$ cat src/rtl/reg_dump_ctrl_pkg.sv
// Shared register-file geometry and dump FSM state encoding.
package reg_dump_ctrl_pkg;
  localparam int REG_ADDR_W = 5;
  localparam int REG_DATA_W = 32;
  localparam int REG_COUNT  = 1 << REG_ADDR_W;

  typedef enum logic [1:0] {
    S_IDLE  = 2'd0,
    S_FETCH = 2'd1,
    S_SEND  = 2'd2,
    S_DONE  = 2'd3
  } state_t;
endpackage

$ cat src/rtl/reg_dump_ctrl.sv
// Walks regfile addresses FIRST_REG..NUM_REGS-1 through a spare read port and streams (idx, value).
// Two cycles per word (FETCH then SEND); SEND holds the word until out_ready, abort cancels at once.
module reg_dump_ctrl
  import reg_dump_ctrl_pkg::*;
#(
  parameter int NUM_REGS  = 32,
  parameter int ADDR_W    = REG_ADDR_W,
  parameter int DATA_W    = REG_DATA_W,
  parameter int FIRST_REG = 0
) (
  input  logic              clk,
  input  logic              rst_n,
  input  logic              start,
  input  logic              abort,
  output logic [ADDR_W-1:0] ra,
  input  logic [DATA_W-1:0] rd,
  output logic              out_valid,
  input  logic              out_ready,
  output logic [ADDR_W-1:0] out_idx,
  output logic [DATA_W-1:0] out_data,
  output logic              busy,
  output logic              done
);
  localparam logic [ADDR_W:0] FIRST_IDX = (ADDR_W+1)'(FIRST_REG);
  localparam logic [ADDR_W:0] LAST_IDX  = (ADDR_W+1)'(NUM_REGS - 1);

  state_t          state;
  logic [ADDR_W:0] idx;
  logic [ADDR_W:0] idx_next;

  assign idx_next = idx + (ADDR_W+1)'(1);
  assign busy     = (state == S_FETCH) || (state == S_SEND);

  always_ff @(posedge clk or negedge rst_n) begin
    if (!rst_n) begin
      state     <= S_IDLE;
      idx       <= '0;
      ra        <= '0;
      out_valid <= 1'b0;
      out_idx   <= '0;
      out_data  <= '0;
      done      <= 1'b0;
    end else if (abort) begin
      state     <= S_IDLE;
      out_valid <= 1'b0;
      done      <= 1'b0;
    end else begin
      case (state)
        S_IDLE: begin
          done <= 1'b0;
          if (start) begin
            idx   <= FIRST_IDX;
            ra    <= FIRST_IDX[ADDR_W-1:0];
            state <= S_FETCH;
          end
        end
        // ra already points at idx, so rd is this word's value right now.
        S_FETCH: begin
          out_data  <= rd;
          out_idx   <= idx[ADDR_W-1:0];
          out_valid <= 1'b1;
          state     <= S_SEND;
        end
        S_SEND: begin
          if (out_ready) begin
            out_valid <= 1'b0;
            if (idx == LAST_IDX) begin
              done  <= 1'b1;
              state <= S_DONE;
            end else begin
              idx   <= idx_next;
              ra    <= idx_next[ADDR_W-1:0];
              state <= S_FETCH;
            end
          end
        end
        S_DONE: begin
          done  <= 1'b0;
          state <= S_IDLE;
        end
        default: state <= S_IDLE;
      endcase
    end
  end
endmodule
$ cat config.mk
export PLATFORM = sky130hd
export DESIGN_NAME = reg_dump_ctrl
export DESIGN_NICKNAME = d
export VERILOG_FILES = /design/src/rtl/reg_dump_ctrl_pkg.sv /design/src/rtl/reg_dump_ctrl.sv
export SDC_FILE = /design/constraint.sdc
export NUM_CORES = 1
export LEC_CHECK = 0
export BUFFER_PORTS_ARGS = -buffer_cell sky130_fd_sc_hd__buf_2
export CORE_MARGIN = 5
export CORE_UTILIZATION = 40
export DETAILED_ROUTE_END_ITERATION = 10
export GPL_ROUTABILITY_DRIVEN = 0
export PLACE_DENSITY = 0.68
export SLEW_MARGIN = 20
export SYNTH_ARGS = -nofsm -noshare
export SYNTH_HDL_FRONTEND = slang
export SYNTH_SLANG_ARGS = --single-unit
export TNS_END_PERCENT = 1
$ cat constraint.sdc
create_clock -name clk -period 1.5 [get_ports clk]
set_clock_uncertainty 0.1 [all_clocks]
set_input_delay 0.075 -clock clk [delete_from_list [all_inputs] [get_ports clk]]
set_output_delay 0.075 -clock clk [all_outputs]
set_load 0.01 [all_outputs]
==> results.toml <==
[timing]
setup_viol = 42
rsz0062_at_grt = "true"
post-route-period-util_pct = 107
max_freq_mhz = 622
min_period_ps = 1610
hold_viol = 0
worst_pin_slew_ps = 263
drv_slew = 0
setup_ws_ps = -108
maxSlewHeadroom_pct = 82.5
whs_ps = 24.2
fin_setup_tns_ps = -2940

[grt]
grt_pass1_wl_mm = 8.82
grt_overflow = 0
antenna_found_initial = 0
grt_pass1_vias = 1714
grt_max_degree = 48
track_usage_pct = 15.3

[logic_synthesis]
synth_edf_count = 0
netlist.area_leader.share_pct = 53.3
synth.largest_area_cell = "dfrtp_1"
yosys_warnings = 0
syn-cell-area_sq_um = 2210
synth.area.top_cells = "dfrtp_1 (53%), mux2_4 (20%), mux2_2 (3.6%)"
ys.flop_type = "dfrtp_1"
ys_async_sr_fraction_pct = 100
avgSynthCellArea_sq_um = 14.5
syn_inst = 152
synth.most_common_cell = "dfrtp_1"
yosysSeqAreaShare_pct = 53.3
ys_seq_elements = 47
ys_top_cells_by_count = "dfrtp_1 (47), mux2_4 (30), o21ai_0 (8)"
yosys.cell_types.count = 30
syn_nets = 194

[detailed_routing]
drc = 0
route.met3.wl_um = 445
drt_pass1_iterations = 4
via_per_inst = 4.72
vias = 1666
wl_met2_mm = 2.42
wl_met1_mm = 2.41
drtIter0Drc = 19
dr.max_layer_used = "met4"
wire_per_inst_um = 15.0
ant_nets = 0
wirelength_mm = 5.29

[hold_path]
hold_start = "out_ready"
holdPathStages = 3
hold_class = "in -> reg"
hold_end = "done$_DFFE_PN0P_"

[placed_design]
io_buffers = 81
dpl.hpwl_mm = 3.22

[status]
status = "finished with violations"
failed_checks = "setup timing"

[die]
core_sq_um = 5440
dieWidth_um = 84.3
rows = 27
initial_core_util_pct = 40.6
num_io_pins = 82
die_area_sq_um = 7110
dieHeight_um = 84.3

[setup_path]
r2r-start = "state[0]$_DFFE_PN0P_"
critPathRequiredTime_ps = 1580
critPathLaunchType = "flip-flop"
path_delay_family = "flip-flops"
slowest_delay_ps = 390
critPathMaxFanout = 27
path_class = "reg -> reg"
rr_endpoint = "out_data[26]$_DFFE_PN0P_"
cp.arrival_ps = 1690
r2r_slack_ps = -110
startpoint = "state[0]$_DFFE_PN0P_"
crit_path_end_kind = "flip-flop"
reg2reg_depth = 5
critPathSlowestCell = "dfrtp_1"
worstPathCellList = "buf_4, ha_4, nor2b_4, buf_12, mux2_2"
path_buf_inv = 2

[pwr]
peakVddDrop_uv = 757
p_leak_nw = 1.61
finalPower_mw = 4.81
power_density_nw_per_um2 = 1490

[cells_and_area]
area_growth_syn_to_layout_pct = 46.7
drive_above_1_share_pct = 56.9
antenna_cells = 0
fin_nets = 323

[clock_network]
cts_tree = "done"
cts_max_level = 2
cts-root-buf = "clkbuf_8"
clockBufferDepth = 2
cts_buffers = 5
clk_pin_slew_worst_paths_ps = 80
cts_sinks = 47
worstSkewPairLatency_ps = 290

[run]
drv_cap = 0
==> final cells by class <==
type | count | area [sq um]
fillers | 414 | 2200
flip-flops and latches | 47 | 1180
multi-input cells | 93 | 975
repair buffers | 132 | 905
well taps | 72 | 90.1
clock buffers | 6 | 82.6
inverters | 2 | 7.51
clock inverters | 1 | 5.00
==> cell families after synthesis <==
| group | synth area share [%] |
|---|---|
| flip-flops | 53.3 |
| multiplexers | 24.0 |
| AND/OR/NAND/NOR | 9.07 |
| AO/OA/AOI/OAI | 5.38 |
| buffers and inverters | 5.50 |
| adder cells (fa/ha/maj) | 2.83 |
==> where the power goes <==
group          total (mW)  internal (mW)  leakage, nW  switching [mW]
logic                2.07           1.19        0.977           0.875
registers            1.99           1.74        0.585           0.242
clock network       0.762          0.362       0.0470           0.400
total                4.81           3.30         1.61            1.52
==> worst max-delay path by stage <==
stage                     depth (start not counted)                        to
after CTS                                         6        idx[4]$_DFFE_PN0P_
after global placement                            6        idx[4]$_DFFE_PN0P_
final                                             5  out_data[26]$_DFFE_PN0P_
after global routing                              6        idx[4]$_DFFE_PN0P_
after detailed placement                          6        idx[4]$_DFFE_PN0P_
after floorplan                                   6   out_data[0]$_DFFE_PN0P_
==> registers in the layout, indices dropped and copies added, names as in the netlist <==
name       count
ra             4
out_valid      1
done           1
out_data      32
state          2
out_idx        5
idx            2
==> worst reg2reg max path, stage by stage, from the launching register on <==
cell     delay [ps]
dfrtp_1         390
buf_4           140
ha_4            120
nor2b_4         160
buf_12          220
mux2_2          370
==> layer usage <==
metal | vias up | global-route usage (%)
li1 | 786 | -
met1 | 815 | 20.4
met2 | 63 | 24.2
met3 | 2 | 5.40
met4 | 0 | 3.51
met5 | - | 0
==> through the flow <==
step	instance area (sq um)	instances	worst slack (ps)	util, %
6_report	3240	353	-108	59.6
5_1_grt	3240	353	-181	59.6
4_1_cts	3220	352	-113	59.2
3_5_place_dp	2750	310	-92.6	50.5
3_3_place_gp	2750	310	-58.6	50.5
2_1_floorplan	2230	152	-26.9	-
==> cells in the final DEF, fill, tap and decap left out, types with 2 or more instances in the layout <==
cell type	netlist	final
o21ai_0	8	2
nand3b_1	2	2
nor2_1	4	4
and2_4	2	2
nand3_1	7	6
dfrtp_1	47	47
mux2_2	7	7
a21oi_1	4	3
o21ai_1	0	5
buf_4	5	15
ha_4	0	2
buf_12	3	2
buf_2	1	80
nand2_1	5	5
mux2_4	30	30
clkbuf_8	0	6
dlygate4sd3_1	0	34
nand2b_1	5	5
ha_1	5	2
inv_2	0	2
==> what timing repair did <==
| item | 4_1_cts | 5_1_grt |
|---|---|---|
| endpoints found under the hold margin | 83 | 0 |
| resized for setup | 6 | 8 |
| setup endpoints to repair | 46 | 47 |
| pin swaps | 1 | 0 |
| hold buffers | 34 | 0 |
| buffers inserted | 1 | 1 |
Note: power is estimated with default switching activity, not from simulation.
